--- src/rtl/ms_rr_capture_bridge.sv ---
// ---------------------------------------------------------------------------
// ms_rr_capture_bridge
//
// Purpose
//   Master/slave section bridge. NUM_SLAVES slave channels each present a data
//   word and a one-cycle sync strobe. While in the ACCEPT section, the strobing
//   channels are arbitrated round-robin. The granted word is added to the
//   shared master operand, and the sum is pushed into a DEPTH-entry FIFO. The
//   master drains the FIFO over a notify/sync handshake.
//
//   A two-section FSM with hysteresis stops accepting when the FIFO fills. It
//   resumes once occupancy falls to LOW_WATER. Every strobe that does not turn
//   into a capture is counted in a saturating 16-bit drop counter.
//
// Handshake (master side)
//   m_out_notify is the valid and m_out_sync is the ready. A word transfers on
//   a rising clk edge where both are high. m_out is stable while m_out_notify
//   is high and m_out_sync is low. m_out_sync while m_out_notify is low has no
//   effect. Slave strobes have no ready: a strobe that is not captured on its
//   edge is lost and counted in drop_cnt.
//
// Parameters
//   WIDTH       data width of all data ports
//   NUM_SLAVES  number of slave channels (>=1)
//   DEPTH       FIFO entries (>=2, need not be a power of two)
//   LOW_WATER   level at/below which BACKPRESSURE returns to ACCEPT (< DEPTH)
//
// Ports
//   clk          in   clock, rising edge
//   rst          in   asynchronous active-high reset
//   m_in         in   shared master operand added to the granted slave word
//   m_out        out  FIFO head value (0 while empty)
//   m_out_notify out  FIFO non-empty, m_out valid
//   m_out_sync   in   master takes m_out this cycle
//   s_in         in   slave data, channel i at [i*WIDTH +: WIDTH]
//   s_in_sync    in   per-channel one-cycle valid strobe
//   s_out        out  raw slave word of the last capture
//   shared_out   out  last captured sum (s_in[g] + m_in)
//   succ         out  a capture happened at the previous edge
//   section      out  FSM state: 0 = ACCEPT, 1 = BACKPRESSURE
//   level        out  FIFO occupancy
//   drop_cnt     out  saturating count of strobes that were not captured
// ---------------------------------------------------------------------------
module ms_rr_capture_bridge #(
    parameter int WIDTH      = 32,
    parameter int NUM_SLAVES = 2,
    parameter int DEPTH      = 4,
    parameter int LOW_WATER  = 1
) (
    input  logic                          clk,
    input  logic                          rst,
    input  logic [WIDTH-1:0]              m_in,
    output logic [WIDTH-1:0]              m_out,
    output logic                          m_out_notify,
    input  logic                          m_out_sync,
    input  logic [NUM_SLAVES*WIDTH-1:0]   s_in,
    input  logic [NUM_SLAVES-1:0]         s_in_sync,
    output logic [WIDTH-1:0]              s_out,
    output logic [WIDTH-1:0]              shared_out,
    output logic                          succ,
    output logic                          section,
    output logic [$clog2(DEPTH+1)-1:0]    level,
    output logic [15:0]                   drop_cnt
);

    localparam int PTR_W  = (NUM_SLAVES > 1) ? $clog2(NUM_SLAVES) : 1;
    localparam int ADDR_W = $clog2(DEPTH);
    localparam int LVL_W  = $clog2(DEPTH + 1);
    localparam int CNT_W  = $clog2(NUM_SLAVES + 1);

    localparam logic [LVL_W-1:0]  DEPTH_L     = LVL_W'(DEPTH);
    localparam logic [LVL_W-1:0]  LOW_WATER_L = LVL_W'(LOW_WATER);
    localparam logic [ADDR_W-1:0] LAST_ADDR   = ADDR_W'(DEPTH - 1);
    localparam logic [PTR_W-1:0]  LAST_SLAVE  = PTR_W'(NUM_SLAVES - 1);

    typedef enum logic {
        ST_ACCEPT       = 1'b0,
        ST_BACKPRESSURE = 1'b1
    } section_t;

    // -----------------------------------------------------------------------
    // State
    // -----------------------------------------------------------------------
    section_t             r_state;
    logic [PTR_W-1:0]     r_rr_ptr;
    logic [ADDR_W-1:0]    r_wr_ptr;
    logic [ADDR_W-1:0]    r_rd_ptr;
    logic [LVL_W-1:0]     r_level;
    logic [15:0]          r_drop_cnt;
    logic                 r_succ;
    logic [WIDTH-1:0]     r_s_out;
    logic [WIDTH-1:0]     r_shared_out;
    logic [WIDTH-1:0]     r_mem [DEPTH];

    // -----------------------------------------------------------------------
    // Combinational signals
    // -----------------------------------------------------------------------
    logic                 w_any_strobe;
    logic [PTR_W-1:0]     w_scan_idx;
    logic                 w_grant;
    logic [WIDTH-1:0]     w_slave_data;
    logic [WIDTH-1:0]     w_sum;
    logic                 w_push;
    logic                 w_pop;
    logic [LVL_W-1:0]     w_level_next;
    logic [CNT_W-1:0]     w_sync_cnt;
    logic [CNT_W-1:0]     w_drop_inc;
    logic [16:0]          w_drop_sum;
    logic [15:0]          w_drop_next;
    logic [PTR_W-1:0]     w_rr_next;

    // Round-robin scan: the first strobing channel at or after r_rr_ptr,
    // wrapping around. Shifting the strobe vector keeps every select constant.
    always_comb begin
        logic [NUM_SLAVES-1:0] w_shifted;
        int                    scan;
        w_any_strobe = 1'b0;
        w_scan_idx   = '0;
        w_shifted    = '0;
        scan         = 0;
        for (int k = 0; k < NUM_SLAVES; k++) begin
            scan = int'(r_rr_ptr) + k;
            if (scan >= NUM_SLAVES) begin
                scan = scan - NUM_SLAVES;
            end
            w_shifted = s_in_sync >> scan;
            if (!w_any_strobe && w_shifted[0]) begin
                w_any_strobe = 1'b1;
                w_scan_idx   = PTR_W'(scan);
            end
        end
    end

    // Grants only exist in ACCEPT. A grant still moves the round-robin
    // pointer when the FIFO is full, so a blocked channel loses its turn.
    assign w_grant      = w_any_strobe && (r_state == ST_ACCEPT);
    assign w_slave_data = WIDTH'(s_in >> (int'(w_scan_idx) * WIDTH));
    assign w_sum        = w_slave_data + m_in;
    assign w_push       = w_grant && (r_level < DEPTH_L);
    assign w_pop        = m_out_sync && (r_level != '0);
    assign w_level_next = r_level + LVL_W'(w_push) - LVL_W'(w_pop);
    assign w_rr_next    = (w_scan_idx == LAST_SLAVE) ? '0 : w_scan_idx + PTR_W'(1);

    // Every strobe bit that did not become the capture counts as a drop.
    always_comb begin
        w_sync_cnt = '0;
        for (int k = 0; k < NUM_SLAVES; k++) begin
            w_sync_cnt = w_sync_cnt + CNT_W'(s_in_sync[k]);
        end
    end

    assign w_drop_inc  = w_sync_cnt - CNT_W'(w_push);
    assign w_drop_sum  = {1'b0, r_drop_cnt} + 17'(w_drop_inc);
    assign w_drop_next = w_drop_sum[16] ? 16'hFFFF : w_drop_sum[15:0];

    // -----------------------------------------------------------------------
    // Section FSM: the decision uses the level after this edge's push/pop.
    // -----------------------------------------------------------------------
    always_ff @(posedge clk or posedge rst) begin
        if (rst) begin
            r_state <= ST_ACCEPT;
        end else begin
            case (r_state)
                ST_ACCEPT: begin
                    if (w_level_next == DEPTH_L) begin
                        r_state <= ST_BACKPRESSURE;
                    end
                end
                ST_BACKPRESSURE: begin
                    if (w_level_next <= LOW_WATER_L) begin
                        r_state <= ST_ACCEPT;
                    end
                end
                default: r_state <= ST_ACCEPT;
            endcase
        end
    end

    // -----------------------------------------------------------------------
    // Arbiter pointer, capture registers, FIFO control, drop counter
    // -----------------------------------------------------------------------
    always_ff @(posedge clk or posedge rst) begin
        if (rst) begin
            r_rr_ptr     <= '0;
            r_wr_ptr     <= '0;
            r_rd_ptr     <= '0;
            r_level      <= '0;
            r_drop_cnt   <= '0;
            r_succ       <= 1'b0;
            r_s_out      <= '0;
            r_shared_out <= '0;
        end else begin
            if (w_grant) begin
                r_rr_ptr <= w_rr_next;
            end
            r_succ <= w_push;
            if (w_push) begin
                r_s_out      <= w_slave_data;
                r_shared_out <= w_sum;
                r_wr_ptr     <= (r_wr_ptr == LAST_ADDR) ? '0 : r_wr_ptr + ADDR_W'(1);
            end
            if (w_pop) begin
                r_rd_ptr <= (r_rd_ptr == LAST_ADDR) ? '0 : r_rd_ptr + ADDR_W'(1);
            end
            r_level    <= w_level_next;
            r_drop_cnt <= w_drop_next;
        end
    end

    // FIFO storage needs no reset. The occupancy gate on m_out hides any
    // stale contents.
    always_ff @(posedge clk) begin
        if (w_push) begin
            r_mem[r_wr_ptr] <= w_sum;
        end
    end

    // -----------------------------------------------------------------------
    // Outputs
    // -----------------------------------------------------------------------
    assign m_out_notify = (r_level != '0);
    assign m_out        = m_out_notify ? r_mem[r_rd_ptr] : '0;
    assign s_out        = r_s_out;
    assign shared_out   = r_shared_out;
    assign succ         = r_succ;
    assign section      = r_state;
    assign level        = r_level;
    assign drop_cnt     = r_drop_cnt;

endmodule
--- config.mk ---
export PLATFORM = sky130hd
export DESIGN_NAME = ms_rr_capture_bridge
export DESIGN_NICKNAME = d
export VERILOG_FILES = /design/src/rtl/ms_rr_capture_bridge.sv
export SDC_FILE = /design/constraint.sdc
export NUM_CORES = 1
export LEC_CHECK = 0
export BUFFER_PORTS_ARGS = -buffer_cell sky130_fd_sc_hd__buf_2
export CAP_MARGIN = 20
export CORE_UTILIZATION = 45
export DETAILED_ROUTE_END_ITERATION = 8
export GPL_ROUTABILITY_DRIVEN = 0
export PLACE_DENSITY = 0.68
export SETUP_SLACK_MARGIN = 0.05
export SLEW_MARGIN = 10
export SYNTH_ARGS = -nofsm -noshare
export SYNTH_HDL_FRONTEND = slang
export SYNTH_SLANG_ARGS = --single-unit
--- constraint.sdc ---
create_clock -name clk -period 4.4 [get_ports clk]
set_input_delay 0.66 -clock clk [delete_from_list [all_inputs] [get_ports clk]]
set_output_delay 0.66 -clock clk [all_outputs]
set_load 0.005 [all_outputs]
==> summary.txt <==
Outcome: complete, no violations
Area growth, synth to finish: 21.1%
Slowest cell delay on critical path: 0.38 ns
Top FF cell, synth: edfxtp_1
DR iter-0 viols: 350
Clock transition at path regs: 0.06 ns
Clk_skew: 0.0133 ns
Clock Path Buffers: 3
Post-synthesis mux area share: 11.6%
# diodes: 0
Kind of critical path: flop to flop
CP endpoint kind: flop
Final Setup Violations: 0
Antenna-violating nets left: 0
Critical path's top delay family: compound AO/OA/AOI/OAI gates
Gate Count Post-Synth: 858
1st-pass router iterations: 4
Clock buffer count from CTS: 23
Async SR Flop Fraction: 41.3%
Layout cells sized above 1: 32.2%
Crit-path max FO: 11
Worst Path Buf+Inv: 1
Post-synthesis sequential area ratio: 57.4%
Critical-path top delay cell: dfrtp_1
Synth top cells by count: nand2_1, edfxtp_1, dfrtp_1
Cell repeated most along the worst path: mux2_2
Seq cells post-synth: 218
Synth Area in Simple Gates: 12.6%
Syn Nets: 1007
Area of the die: 24200 sq um
Power Density: 652 nW/um^2
Register area: 6100 sq um
Hold violation count in the final report: 0
Via count: 7404
Mean Syn Cell Area: 12.4 sq um
Number of port buffers: 218
Global-route wire length before repair: 40.0 mm
Row count: 55
Post-synth top area cell: edfxtp_1
Setup TNS: 0 ns
Count leader, synth: nand2_1
PostCTS Resize Cnt: 0
CTS Root Cell: clkbuf_16
Multi-input gate area: 4300 sq um
Fmax: 0.262 GHz
Pre-CTS setup slack: 0.257 ns
Post-synthesis cell area: 10600 sq um
RSZ-0062 raised after global routing: no
Crit path launch type: flop
Ports: 219
Clock Sinks: 218
Core Region: 22900 sq um
H-tree Lvls: 1
Fillers: 1929
Worst EP arrival: 4.25 ns
Final period util: 86.7%
Max-Cap Viols: 0
Worst EP required: 4.84 ns
VDD IR max: 0.402 mV
Die H: 156 um
Antenna violations before repair: 1
Largest family of logic cells by synthesized area: simple AND/OR/NAND/NOR gates
Post-synth EDFFs: 128
Fin util: 56.1%
Post-Synth XOR/XNOR Area: 3.47%
Initial Util: 46.3%
Critical-path cell list: nand2b_1, nand2_1, buf_4, mux2_2, ha_1, and2b_1, o31a_1, a41oi_2, a21oi_1, o21ai_0, a32oi_1, xor2_1, mux2_2
Routed WL per cell: 18.1 um
Gr usage total: 21.3%
# DRC: 0
Worst-margin pin slew: 0.918 ns
Synth warn: 0
Share of the synthesized area in the top cell type: 36.2%
Reg2reg setup slack: 0.59 ns
Synth Area in Adders: 5.87%
Global route overflow: 0
Tmin final: 3.81 ns
Synth top area cells: edfxtp_1, dfrtp_1, mux4_2
# Post-CTS Setup Buffers: 0
Max-slew violations: 0
Later-pin clock latency in the skew report: 0.50 ns
Worst min-delay path class: primary input to async pin
Hold Buf Count CTS: 0
Final Worst Setup Slack: 0.587 ns
Chip Width: 156 um
CTS tree: built
Vias in the first global route: 7418
Cell variety after synth: 60
Slew margin rel.: 38.8%
Nets: 1228
Pin count of the biggest net entering global routing: 72
Vias per cell: 5.26
Post-synthesis compound-gate area fraction: 6.89%
Post-DP HPWL: 18.5 mm
Static Leak: 0.00563 uW
Routed wire length: 25.4 mm
[cell usage in the layout, fill, tap and decap left out, types with 22 or more instances in the layout]
master	instances
mux4_2	32
buf_2	218
a21oi_1	36
clkbuf_16	23
nand2_1	192
xnor2_1	22
o21ai_0	24
and2_1	38
dfrtp_1	88
edfxtp_1	128
inv_1	22
mux2_2	42
ha_1	45
nor2_1	27
[registers in the layout, indices dropped and copies added, names as in the netlist]
register and flops:
r_mem 128, s_out 32, shared_out 32, drop_cnt 16
level 3, r_rd_ptr 2, r_wr_ptr 2, r_rr_ptr 1
section 1, succ 1
[cell families after synthesis]
group	Yosys count
fa+ha+maj	48
flops	218
mux	77
simple gates	304
compound gates	111
buf+inv	58
xor+xnor	42
[path summary, 6_finish.rpt]
path | startpoint | endpoint | depth (start not counted)
max | r_rr_ptr | shared_out[20] | 13
min | rst | s_out[23] | 2
max reg2reg | r_rr_ptr | shared_out[20] | 13
min reg2reg | s_out[6] | s_out[6] | 2
max in group asynchronous | rst | shared_out[13] | 3
min in group clk | s_out[6] | s_out[6] | 2
[worst register-to-register path: cells and delay by family (launching register included)]
family,cells,cell delay [ns]
AO/OA/AOI/OAI,5,1.15
AND/OR/NAND/NOR,3,0.61
multiplexers,2,0.61
flip-flops,1,0.38
XOR/XNOR,1,0.38
adder cells (fa/ha/maj),1,0.33
buffers and inverters,1,0.27
[per-layer routing]
metal	part of all wire, %	track usage, %	vias to the layer above
met3	6.8	5.08	50
met2	47	34.6	232
met4	2.6	6.12	2
met1	44	28.7	3623
met5	0.055	0	-
li1	-	-	3497
[metrics by stage]
stage	std cells	power (uW)	hold WS [ns]	cell area (sq um)
global placement	1367	6500	0.452	12100
detailed placement	1367	6570	0.456	12100
CTS	1408	8480	0.381	12800
global route	1408	8930	0.444	12800
floorplan	858	5230	0.463	10600
finish	1408	8370	0.355	12800
[area by class of cell]
type                       count  area share (%)
timing repair buffer         230            9.58
multi-input combinational    582            33.5
tap                          313            3.05
inverter                      24           0.721
sequential                   218            47.5
clock inverter                12            1.03
clock buffer                  29            4.66
[power breakdown]
group / total (uW) / internal (uW) / leakage, uW / switching (uW)
clock: 1890 / 1130 / 0.000355 / 756
combinational: 3150 / 1480 / 0.00302 / 1660
sequential: 3330 / 2920 / 0.00226 / 413
total: 8370 / 5540 / 0.00563 / 2830
No activity file was read; power rests on OpenSTA's default activity.
